===== config.mk =====
export PLATFORM = sky130hd
export DESIGN_NAME = mul_div_unit
export DESIGN_NICKNAME = d
export VERILOG_FILES = /design/src/rtl/mul_div_pkg.sv /design/src/rtl/mul_div_step.sv /design/src/rtl/mul_div_unit.sv
export SDC_FILE = /design/constraint.sdc
export NUM_CORES = 1
export LEC_CHECK = 0
export CAP_MARGIN = 5
export CORE_UTILIZATION = 50
export CTS_CLUSTER_SIZE = 8
export DETAILED_ROUTE_END_ITERATION = 10
export PLACE_DENSITY = 0.72
export SETUP_SLACK_MARGIN = 0.05
export SLEW_MARGIN = 5
export SYNTH_ARGS = -nofsm -noshare
export SYNTH_HDL_FRONTEND = slang
export SYNTH_SLANG_ARGS = --single-unit

===== constraint.sdc =====
create_clock -name clk_i -period 4.3 [get_ports clk_i]
set_clock_uncertainty 0.15 [all_clocks]
set_input_delay 0.645 -clock clk_i [delete_from_list [all_inputs] [get_ports clk_i]]
set_output_delay 0.645 -clock clk_i [all_outputs]
set_load 0.1 [all_outputs]

===== src/rtl/mul_div_pkg.sv =====
// Shared types and constants for the multi-cycle unsigned multiply/divide unit.
package mul_div_pkg;

    localparam int BIT_SIZE = 32;

    localparam logic OP_MULTU = 1'b0;
    localparam logic OP_DIVU  = 1'b1;

    typedef enum logic [1:0] {
        S_IDLE = 2'd0,
        S_RUN  = 2'd1,
        S_DONE = 2'd2
    } state_e;

    // Wide enough to hold every value from 0 up to and including n.
    function automatic int cnt_width(input int n);
        return $clog2(n + 1);
    endfunction

    localparam int CNT_W = cnt_width(BIT_SIZE);

endpackage


===== src/rtl/mul_div_step.sv =====
// One combinational iteration of shift-add multiply or restoring divide over an {acc, low} register pair.
module mul_div_step
    import mul_div_pkg::*;
#(
    parameter int bit_size = BIT_SIZE
) (
    input  logic                op_i,
    input  logic [bit_size-1:0] acc_i,
    input  logic [bit_size-1:0] low_i,
    input  logic [bit_size-1:0] operand_i,
    output logic [bit_size-1:0] acc_o,
    output logic [bit_size-1:0] low_o
);

    logic [bit_size:0] sum;
    logic [bit_size:0] shifted;
    logic [bit_size:0] diff;
    logic              fits;

    always_comb begin
        sum     = {1'b0, acc_i} + {1'b0, operand_i};
        shifted = {acc_i, low_i[bit_size-1]};
        diff    = shifted - {1'b0, operand_i};
        fits    = (shifted >= {1'b0, operand_i});
        acc_o   = acc_i;
        low_o   = low_i;
        if (op_i == OP_MULTU) begin
            // Product bits retire into low as the multiplier shifts out of its bottom.
            if (low_i[0]) begin
                {acc_o, low_o} = {sum, low_i[bit_size-1:1]};
            end else begin
                {acc_o, low_o} = {1'b0, acc_i, low_i[bit_size-1:1]};
            end
        end else begin
            acc_o = fits ? diff[bit_size-1:0] : shifted[bit_size-1:0];
            low_o = {low_i[bit_size-2:0], fits};
        end
    end

endmodule


===== src/rtl/mul_div_unit.sv =====
// Multi-cycle MULTU/DIVU unit owning HI/LO; one iteration per cycle, results land on the final iteration edge.
module mul_div_unit
    import mul_div_pkg::*;
#(
    parameter int bit_size = BIT_SIZE
) (
    input  logic                clk_i,
    input  logic                rst_i,
    input  logic                start_i,
    input  logic                op_i,
    input  logic [bit_size-1:0] src_a_i,
    input  logic [bit_size-1:0] src_b_i,
    input  logic                hi_we_i,
    input  logic                lo_we_i,
    output logic                busy_o,
    output logic                done_o,
    output logic                div_by_zero_o,
    output logic [bit_size-1:0] hi_o,
    output logic [bit_size-1:0] lo_o
);

    localparam int CntW = cnt_width(bit_size);

    state_e              state_q, state_d;
    logic [CntW-1:0]     cnt_q;
    logic                op_q;
    logic [bit_size-1:0] acc_q, low_q, operand_q;
    logic [bit_size-1:0] hi_q, lo_q;
    logic                dbz_q;
    logic [bit_size-1:0] accNext, lowNext;
    logic                startAccepted, lastIter;

    assign startAccepted = start_i && (state_q != S_RUN);
    assign lastIter      = (state_q == S_RUN) && (cnt_q == CntW'(bit_size - 1));

    mul_div_step #(.bit_size(bit_size)) u_step (
        .op_i      (op_q),
        .acc_i     (acc_q),
        .low_i     (low_q),
        .operand_i (operand_q),
        .acc_o     (accNext),
        .low_o     (lowNext)
    );

    always_ff @(posedge clk_i) begin
        if (rst_i) state_q <= S_IDLE;
        else       state_q <= state_d;
    end

    always_comb begin
        state_d = state_q;
        case (state_q)
            S_IDLE:  if (start_i) state_d = S_RUN;
            S_RUN:   if (lastIter) state_d = S_DONE;
            S_DONE:  state_d = start_i ? S_RUN : S_IDLE;
            default: state_d = S_IDLE;
        endcase
    end

    always_comb begin
        busy_o        = (state_q == S_RUN);
        done_o        = (state_q == S_DONE);
        div_by_zero_o = dbz_q;
        hi_o          = hi_q;
        lo_o          = lo_q;
    end

    // Multiplier sits in low and multiplicand is the added operand; for divide the dividend shifts out of low instead.
    always_ff @(posedge clk_i) begin
        if (rst_i) begin
            cnt_q     <= '0;
            op_q      <= OP_MULTU;
            acc_q     <= '0;
            low_q     <= '0;
            operand_q <= '0;
            hi_q      <= '0;
            lo_q      <= '0;
            dbz_q     <= 1'b0;
        end else begin
            dbz_q <= 1'b0;
            if (startAccepted) begin
                op_q  <= op_i;
                cnt_q <= '0;
                acc_q <= '0;
                if (op_i == OP_DIVU) begin
                    low_q     <= src_a_i;
                    operand_q <= src_b_i;
                end else begin
                    low_q     <= src_b_i;
                    operand_q <= src_a_i;
                end
            end else if (state_q == S_RUN) begin
                acc_q <= accNext;
                low_q <= lowNext;
                cnt_q <= cnt_q + CntW'(1);
                if (lastIter) begin
                    hi_q  <= accNext;
                    lo_q  <= lowNext;
                    dbz_q <= (op_q == OP_DIVU) && (operand_q == '0);
                end
            end
            if (state_q != S_RUN) begin
                if (hi_we_i) hi_q <= src_a_i;
                if (lo_we_i) lo_q <= src_a_i;
            end
        end
    end

endmodule


-- Word level (Yosys, flattened, before mapping)
Index checks and enable logic that the tools add are counted.
- $add $sub $neg: 3
- order comparisons: 1
- equal/unequal tests: 6
- muxes and demuxes: 23
- bitwise logic cells: 2
- reduce and logical (&&, ||, !) cells: 9
- operators by type and width (kind ; number):
    $mux 32 ; 19
    $add 32x32->33 ; 1
    $ge 33x32->1 ; 1
    $logic_not 32->1 ; 1
    $sub 32x32->32 ; 1
    $add 6x1->6 const B ; 1
    $eq 6x5->1 const B ; 1
    $pmux 2 s3 ; 1
    $mux 2 ; 2
    $ne 2x1->1 const B ; 2
    $reduce_or 4->1 ; 1
    $logic_and 1x1->1 ; 3
    $eq 2x1->1 const B ; 1
    $eq 2x2->1 const B ; 1
    $logic_not 2->1 ; 1
    $ne 2x2->1 const B ; 1
    $not 1->1 ; 2
    $reduce_and 2->1 ; 1
    $reduce_bool 2->1 ; 1
    $reduce_or 2->1 ; 1
    $mux 1 ; 1
- register bits after elaboration: 170
- bits of input ports: 70
- word-level logic and storage cells: 53

-- Longest topological paths before layout
Gate-level depths: netlist of the first run.
- depth in word-level cells: 8
- gate-level depth with buffers: 15
- mapped depth without buffers: 13

-- By module
Synthesis of the first run repeated with hierarchy kept, for this count alone.
- cells, all modules: 1691
- area total of the unflattened synthesis: 12953.7 µm²
- by module, submodules not included (module ; instances ; cells each ; area each (µm²) ; seq. area each (µm²)):
    mul_div_unit ; 1 ; 939 ; 7850.0 ; 3403.3
    mul_div_step ; 1 ; 752 ; 5103.6 ; 0.0

-- Least setup slack after synthesis of the first run
Ideal clock, no wire load.
- path kind: register -> register
- from: register operand_q[1]
- to: register hi_q[29], in the netlist hi_o[29]
- setup time: 0.080 ns
- arrival time: 3.106 ns
- data required time: 4.070 ns
- slack: 0.964 ns
- stages on the path, launching flop included: 12
- path buffers: 0
- clock period less this slack: 3.336 ns
- cells stage by stage: dfxtp_1 inv_1 ha_1 nor2b_1 o31ai_1 a211oi_1 a2111oi_0 nor3_1 mux2i_1 o311a_1 a211o_1 a211oi_2
- word-level cells in the longest chain between the ends: 8
- RTL lines (element ; RTL line ; source):
    start, declared ; mul_div_unit.sv:27 ; logic [bit_size-1:0] acc_q, low_q, operand_q;
    start signal, assigned ; mul_div_unit.sv:87 ; operand_q <= src_b_i;
    start signal, assigned ; mul_div_unit.sv:90 ; operand_q <= src_a_i;
    $add 32x32->33 (tied with other cells) ; mul_div_step.sv:21 ; sum = {1'b0, acc_i} + {1'b0, operand_i};
    $mux 32 (on tied branches) ; mul_div_step.sv:29, mul_div_step.sv:35 ;
    $mux 32 * ; mul_div_step.sv:27 ; if (op_i == OP_MULTU) begin
    $mux 32 * ; mul_div_unit.sv:96 ; if (lastIter) begin
    $mux 32 * ; mul_div_unit.sv:92 ; end else if (state_q == S_RUN) begin
    $mux 32 * ; mul_div_unit.sv:81 ; if (startAccepted) begin
    $mux 32 ; mul_div_unit.sv:103 ; if (hi_we_i) hi_q <= src_a_i;
    $mux 32 * ; mul_div_unit.sv:102 ; if (state_q != S_RUN) begin
    end signal, assigned ; mul_div_unit.sv:97 ; hi_q <= accNext;
    end signal, assigned ; mul_div_unit.sv:103 ;
    end, declared ; mul_div_unit.sv:28 ; logic [bit_size-1:0] hi_q, lo_q;
Every way passes the cells marked *; elsewhere a longest branch is shown, timed or not.
A chain may end at the register's enable or synchronous reset.

-- Final worst setup path of the first run
- from: register operand_q[1]
- to: register hi_q[28], in the netlist hi_o[28]
The elaborated chain is that of the path after synthesis.

==> results of run 1 <==
## worst max-delay path, stage by stage (launching register included)
cell and delay (ns):
dfxtp_1 0.47, inv_1 0.12, ha_1 0.30, nor2b_1 0.15, o31ai_1 0.33, a211oi_1 0.13
buf_4 0.18, a2111o_1 0.40, nand4_1 0.29, nand2_4 0.37, o311ai_0 0.77, a211oi_1 0.16
## report_power, final
| group | internal [uW] | total, uW | switching [uW] |
|---|---|---|---|
| Combinational | 570 | 1680 | 1110 |
| Clock | 766 | 1520 | 751 |
| Sequential | 1680 | 1790 | 106 |
| Total | 3020 | 4990 | 1970 |
## per-stage QoR
stage / hold WS (ns) / total power [uW] / instance area (um^2)
finish: 0.3407 / 4985 / 14640
floorplan: 0.3037 / 2985 / 12540
detailed placement: 0.3340 / 3463 / 14080
global route: 0.3530 / 5184 / 14640
CTS: 0.3428 / 4956 / 14640
global placement: 0.3115 / 3456 / 14080
## registers in the layout (all words and copies together), names as in the netlist
| signal | flops |
|---|---|
| low_q | 32 |
| div_by_zero_o | 1 |
| acc_q | 32 |
| cnt_q | 6 |
| op_q | 1 |
| lo_o | 32 |
| operand_q | 32 |
| hi_o | 32 |
| state_q | 2 |
## cell usage after synthesis, drive strengths merged, types with 37 or more instances
library cell | count | area share (%)
a211oi | 106 | 6.4
a21o | 41 | 2.5
a21oi | 154 | 6.1
and3 | 37 | 1.9
clkbuf | 90 | 2.7
dfxtp | 170 | 27
ha | 65 | 6.5
inv | 62 | 1.9
mux2i | 115 | 9.2
nand2 | 103 | 3.1
nand3 | 49 | 2.0
nor2 | 241 | 7.2
nor3 | 40 | 1.6
o21ai | 63 | 2.5
## cell families (layout without fill, tap and decap cells)
group | count (synthesis) | in the layout | synth area share, %
mux | 126 | 126 | 10.17
fa+ha+maj | 67 | 67 | 6.804
xor+xnor | 48 | 48 | 3.352
compound gates | 489 | 489 | 25.83
simple gates | 566 | 566 | 20.89
buf+inv | 182 | 263 | 5.826
flops | 170 | 170 | 27.13
## layer usage
layer | wire length, um | vias to the layer above | track usage [%] | share of wire [%]
met5 | 0 | - | 0 | 0
met3 | 3628 | 50 | 5.553 | 8.5
met4 | 709 | 0 | 7.403 | 1.7
met1 | 19960 | 6066 | 47.49 | 47
met2 | 18360 | 613 | 50.06 | 43
li1 | - | 6161 | - | -
## repair_timing
action                                  4_1_cts  5_1_grt
buffers inserted                              0        0
endpoints found under the hold margin         0        0
endpoints found under the setup margin        0        2
resized for setup                             0        1
## path summary, 6_finish.rpt
| check | from | depth (start not counted) | endpoint |
|---|---|---|---|
| max reg2reg | operand_q[1] | 11 | hi_o[28] |
| min reg2reg | cnt_q[1] | 2 | cnt_q[1] |
| min | cnt_q[1] | 2 | cnt_q[1] |
| max | operand_q[1] | 11 | hi_o[28] |
## area by class of cell
class	instances	area [um^2]	share of cell area (%)
multi-input combinational	1296	8423	57.52
sequential	170	3407	23.27
timing repair buffer	170	1617	11.04
clock buffer	17	425.4	2.905
tap	324	405.4	2.768
inverter	62	232.7	1.589
clock inverter	14	133.9	0.9142
==> reports/results.tsv, run 1 <==
metric	value	unit
status	finished clean	
worst vdd ir	0.2746	mV
share of cells above drive strength 1	5.899	%
flop-to-flop setup slack	0.32	ns
Clock transition at path regs	0.08	ns
mean routed wirelength per cell	20.78	um
Synth-to-Final Area Change	16.76	%
crit start category	flop	
core area	0.02446	mm^2
Hold Crit Class	flop to flop	
gr ovfl total	0	
final setup margin	0.3153	ns
Total GRT Usage	32.67	%
largest net degree at the start of global routing	101	
Post-DRT Antenna Nets	0	
Worst-Margin Slew	1.003	ns
1st-pass router iterations	5	
CTS H-tree lvls	4	
final core occ	59.86	%
synthesis-stage register bit count	170	
routed vias/inst	6.279	
Pwr Density	340.4	mW/mm^2
ys flop type	dfxtp_1	
GPL Wtd Cong	1.015	
Final min period	3.985	ns
CTS root buf	clkbuf_16	
Final Hold Viols	0	
# rows	57	
total CTS buffers	17	
f_max	251.0	MHz
Rel. slew slack	32.91	%
CP Data Required Time	4.43	ns
sequential area share after synthesis	27.13	%
Yosys cell types	73	
EDFF count, synth	0	
Nets	1854	
most frequent cells in the layout	241 x nor2_1, 169 x dfxtp_1, 154 x a21oi_1	
setup TNS	0	ns
initial core utilization	51.27	%
mapped cell area	0.01254	mm^2
Placed Cells	2022	
Critical Path Sink Type	flop	
Sink Count	170	
Die W	160.4	um
Detailed Route Iter0 Violations	1220	
final setup fails	0	
initial antenna violation count	0	
Synth Warn #	0	
Port Buf Inserts	136	
ant diodes	0	
most common cell after layout, fill and taps aside	nor2_1	
type of the worst setup path	flop to flop	
Cells after Synth	1648	
Ports	137	
clock tree buffer depth	2	
asr flop ratio synth	0	%
CTS tree	built	
Final Max Slew Viols	0	
RSZ-0062 raised after global routing	false	
first-pass GRT wire length	66920	um
DRT Wirelength	42670	um
Post-route DRC	0	
Place WS	0.2618	ns
Max-cap violations	0	
# hold bufs at CTS	0	
Skew-Pair Late Insertion Delay	0.44	ns
vias in the first global route	11940	
FILL cells	2278	
hpwl dp	31350	um
die height	160.4	um
CP Data Arrival Time	4.12	ns
CP Max Fanout	29	
average size of a mapped cell	7.610	um^2
Post-Syn Nets	1785	
Finished Layout Cells	2053	
Vias	12890	
Pleak	0.006067	uW
die area	0.02572	mm^2
Tcrit/Tclk final	92.67	%
Note: power is estimated with default switching activity, not from simulation.
==> inputs of run 2 (changes only) <==
--- a/config.mk
+++ b/config.mk
@@ -8,5 +8,4 @@
 export CAP_MARGIN = 5
 export CORE_UTILIZATION = 50
-export CTS_CLUSTER_SIZE = 8
 export DETAILED_ROUTE_END_ITERATION = 10
 export PLACE_DENSITY = 0.72
@@ -16,2 +15,3 @@
 export SYNTH_HDL_FRONTEND = slang
 export SYNTH_SLANG_ARGS = --single-unit
+export TNS_END_PERCENT = 20
==> constraint.sdc (replaced) <==
create_clock -name clk_i -period 4.3 [get_ports clk_i]
set_clock_uncertainty 0.15 [all_clocks]
set_input_delay 0.86 -clock clk_i [delete_from_list [all_inputs] [get_ports clk_i]]
set_output_delay 0.86 -clock clk_i [all_outputs]
set_load 0.1 [all_outputs]
==> reports/results.tsv, run 2 (synthesis results as in run 1) <==
metric	value	unit
status	finished clean	
Nets	1852	
Final min period	3.968	ns
Synth-to-Final Area Change	16.68	%
final core occ	59.82	%
Pwr Density	343.5	mW/mm^2
DRT Wirelength	42900	um
final setup margin	0.3320	ns
Pleak	0.006061	uW
1st-pass router iterations	5	
setup TNS	0	ns
Place WS	0.2269	ns
crit start category	flop	
die area	0.02572	mm^2
ant diodes	0	
Sink Count	170	
Post-route DRC	0	
f_max	252.0	MHz
Skew-Pair Late Insertion Delay	0.45	ns
Max-cap violations	0	
Hold Crit Class	flop to flop	
CTS H-tree lvls	4	
largest net degree at the start of global routing	98	
total CTS buffers	17	
GPL Wtd Cong	0.9816	
# rows	57	
most common cell after layout, fill and taps aside	nor2_1	
final hold slack	0.3502	ns
first-pass GRT wire length	67320	um
Tcrit/Tclk final	92.28	%
Die W	160.4	um
Worst-Margin Slew	1.120	ns
Critical Path Sink Type	flop	
Total GRT Usage	33.18	%
core area	0.02446	mm^2
Final Hold Viols	0	
Placed Cells	2020	
worst vdd ir	0.2605	mV
final setup fails	0	
share of cells above drive strength 1	5.787	%
CP Data Required Time	4.42	ns
initial antenna violation count	0	
die height	160.4	um
Final Max Slew Viols	0	
# hold bufs at CTS	0	
setup repair bufs after CTS	0	
Clock transition at path regs	0.08	ns
CTS tree	built	
hpwl dp	31300	um
routed vias/inst	6.258	
RSZ-0062 raised after global routing	false	
vias in the first global route	11850	
Vias	12840	
CP Data Arrival Time	4.09	ns
Rel. slew slack	25.34	%
initial core utilization	51.27	%
CTS root buf	clkbuf_16	
type of the worst setup path	flop to flop	
Port Buf Inserts	136	
most frequent cells in the layout	241 x nor2_1, 169 x dfxtp_1, 154 x a21oi_1	
mean routed wirelength per cell	20.91	um
post-CTS sizing	0	
Detailed Route Iter0 Violations	1057	
gr ovfl total	0	
Ports	137	
Post-DRT Antenna Nets	0	
clock tree buffer depth	2	
Finished Layout Cells	2052	
CP Max Fanout	29	
-- run 2: cell count changes in the layout (fill, tap and decap cells not counted) --
| cell | before | now |
|---|---|---|
| o311ai_0 | 2 | 1 |
| buf_12 | 1 | 0 |
| clkinv_4 | 2 | 0 |
| o311ai_1 | 1 | 2 |
| clkinv_8 | 1 | 2 |
| inv_6 | 4 | 5 |
| clkinv_2 | 1 | 0 |
| clkbuf_1 | 0 | 1 |
| inv_8 | 4 | 5 |
| buf_4 | 36 | 35 |
-- run 2: layout make-up --
class / count / area [um^2]
clock buffer: 18 / 429.2
tap: 324 / 405.4
timing repair buffer: 168 / 1589
fill: 2225 / 9828
clock inverter: 14 / 147.6
inverter: 62 / 232.7
sequential: 170 / 3407
multi-input combinational: 1296 / 8423
-- run 2: power breakdown --
group / internal [uW] / leakage [uW] / switching [uW] / total, uW
registers: 1680 / 0.00140 / 109 / 1790
logic: 567 / 0.00438 / 1110 / 1670
clock network: 779 / 0.000278 / 784 / 1560
total: 3030 / 0.00606 / 2000 / 5030
-- run 2: final timing paths --
| kind | startpoint | end | slack [ns] | cells after the start |
|---|---|---|---|---|
| worst max-delay path | operand_q[1] | hi_o[28] | 0.33 | 11 |
| worst min-delay path | lo_o[15] | lo_o[15] | 0.35 | 2 |
| worst max register to register | operand_q[1] | hi_o[28] | 0.33 | 11 |
| worst min register to register | lo_o[15] | lo_o[15] | 0.35 | 2 |
-- run 2: metal layers --
| metal | wire [um] | global-route usage (%) | vias to the layer above | share of wire (%) |
|---|---|---|---|---|
| met5 | 0 | 0 | - | 0 |
| met4 | 747 | 8.831 | 0 | 1.7 |
| met3 | 4119 | 7.231 | 67 | 9.6 |
| met2 | 18390 | 49.29 | 617 | 43 |
| met1 | 19650 | 47.99 | 5983 | 46 |
| li1 | - | - | 6174 | - |
-- run 2: worst max-delay path, stage by stage, from the launching register on --
cell and delay (ns):
dfxtp_1 0.48, inv_1 0.12, ha_1 0.30, nor2b_1 0.14, o31ai_1 0.35, a211oi_1 0.14, buf_4 0.18, a2111o_1 0.40
nand4_1 0.29, nand2_4 0.32, o311ai_1 0.69, a211oi_1 0.17
-- run 2: metrics by stage --
stage | instance area (um^2) | power [uW]
after global placement | 14060 | 3453
after detailed placement | 14060 | 3457
after global routing | 14630 | 5239
after CTS | 14630 | 4999
final | 14630 | 5026
after floorplan | 12540 | 2985
==> inputs of run 3 (changes only) <==
Settings changed: ABC_CLOCK_PERIOD_IN_PS from default to 4300, GPL_ROUTABILITY_DRIVEN from default to 0.
==> reports/results.tsv, run 3 (synthesis results as in run 1) <==
metric	value	unit
Pwr Density	345.0	mW/mm^2
clock tree buffer depth	2	
Sink Count	170	
most common cell after layout, fill and taps aside	nor2_1	
flop-to-flop setup slack	0.41	ns
CP Max Fanout	29	
WL met1	18890	um
die area	0.02572	mm^2
gr ovfl total	0	
crit start category	flop	
delay-heaviest family, CP	simple AND/OR/NAND/NOR gates	
f_max	257.2	MHz
initial core utilization	51.27	%
type of the worst setup path	flop to flop	
Post-DRT Antenna Nets	0	
Post-route DRC	0	
status	finished clean	
die height	160.4	um
Final Max Slew Viols	0	
Ports	137	
initial antenna violation count	0	
post-route cell area	0.01466	mm^2
Placed Area	0.01405	mm^2
slowest stage delay, CP	0.49	ns
Critical Path Sink Type	flop	
worst vdd ir	0.2799	mV
vias in the first global route	12010	
met3 wire length	4278	um
Skew-Pair Late Insertion Delay	0.44	ns
Nets	1850	
area occupied by multi-input gates	0.008423	mm^2
Die W	160.4	um
CTS H-tree lvls	4	
share of cells above drive strength 1	5.736	%
critical path depth	11	
Port Buf Inserts	136	
worst-path cell chain	inv_1 > ha_1 > and4_1 > nand3_1 > nor3b_1 > and2_1 > nand4_1 > nand2_4 > mux2_2 > a21oi_1 > a211oi_1	
DR top layer	met4	
setup TNS	0	ns
Final min period	3.888	ns
routed vias/inst	6.317	
CTS root buf	clkbuf_16	
Clock transition at path regs	0.08	ns
Buf/Inv on CP	1	
Pleak	0.006074	uW
hpwl dp	30860	um
most frequent cells in the layout	241 x nor2_1, 169 x dfxtp_1, 154 x a21oi_1	
core area	0.02446	mm^2
Register Area	0.003407	mm^2
Max-cap violations	0	
Worst-Margin Slew	1.075	ns
CP Data Arrival Time	4.01	ns
Synth-to-Final Area Change	16.91	%
# hold bufs at CTS	0	
Final Hold Viols	0	
# rows	57	
mean routed wirelength per cell	20.50	um
ant diodes	0	
Rel. slew slack	28.35	%
Worst R2R Path Depth	11	
CTS tree	built	
WL met2	17520	um
RSZ-0062 raised after global routing	false	
1st-pass router iterations	8	
DRT Wirelength	42020	um
Tcrit/Tclk final	90.42	%
Total GRT Usage	32.10	%
Detailed Route Iter0 Violations	1165	
total CTS buffers	17	
hold path depth	2	
FILL cells	2192	
largest net degree at the start of global routing	90	
first-pass GRT wire length	65940	um
final setup fails	0	
Hold Crit Class	flop to flop	
CP Data Required Time	4.42	ns
CP max stage cell	nand2_4	
Vias	12950	
[run 3: cell count changes in the layout (fill, tap and decap cells not counted)]
cell        change
clkinv_4        +4
buf_4           -3
inv_8           -3
clkbuf_8        +2
clkinvlp_4      -2
buf_12          +1
bufinv_16       +1
clkbuf_1        -1
inv_6           -1
o311ai_0        +1
o311ai_1        -1
[run 3: area by class of cell]
class / count / share of cell area, %
Multi-Input combinational cell: 1296 / 57.45
Sequential cell: 170 / 23.24
Clock inverter: 13 / 1.058
Tap cell: 324 / 2.765
Clock buffer: 19 / 3.089
Timing Repair Buffer: 166 / 10.82
Inverter: 62 / 1.587
[run 3: final timing paths]
kind                                     from        to
worst min register to register       cnt_q[1]  cnt_q[1]
worst max register to register  operand_q[25]   hi_o[9]
worst max-delay path            operand_q[25]   hi_o[9]
worst min-delay path                 cnt_q[1]  cnt_q[1]
[run 3: where the power goes]
part / switching (uW) / internal, uW / total (uW) / leakage (uW)
clock network: 742 / 858 / 1600 / 0.000298
registers: 109 / 1680 / 1790 / 0.00140
logic: 1100 / 566 / 1670 / 0.00438
[run 3: what timing repair did]
item | CTS | global route
setup buffers | 0 | 0
resized for setup | 0 | 1
endpoints found under the setup margin | 0 | 2
[run 3: stage by stage]
step                setup WS [ns]  instances  power, uW  utilization [%]  hold WS, ns
floorplan                  0.9641       1648       2985                -       0.3037
finish                     0.4119       2050       5059            59.94       0.3391
global route               0.2075       2050       5261            59.94       0.3608
CTS                        0.3142       2050       5034            59.94       0.3362
global placement           0.4746       2018       3441            57.45       0.3101
detailed placement         0.3511       2018       3450            57.45       0.3272
[run 3: layer usage]
layer	GRT usage, %	vias up
li1	-	6167
met1	45.58	6055
met2	46.73	639
met3	7.490	89
met4	12.08	0
met5	0	-
[run 3: worst register-to-register path: stages (launching register included)]
cell	delay [ns]
dfxtp_1	0.44
inv_1	0.08
ha_1	0.43
and4_1	0.30
nand3_1	0.14
nor3b_1	0.37
and2_1	0.20
nand4_1	0.30
nand2_4	0.49
mux2_2	0.39
a21oi_1	0.29
a211oi_1	0.13
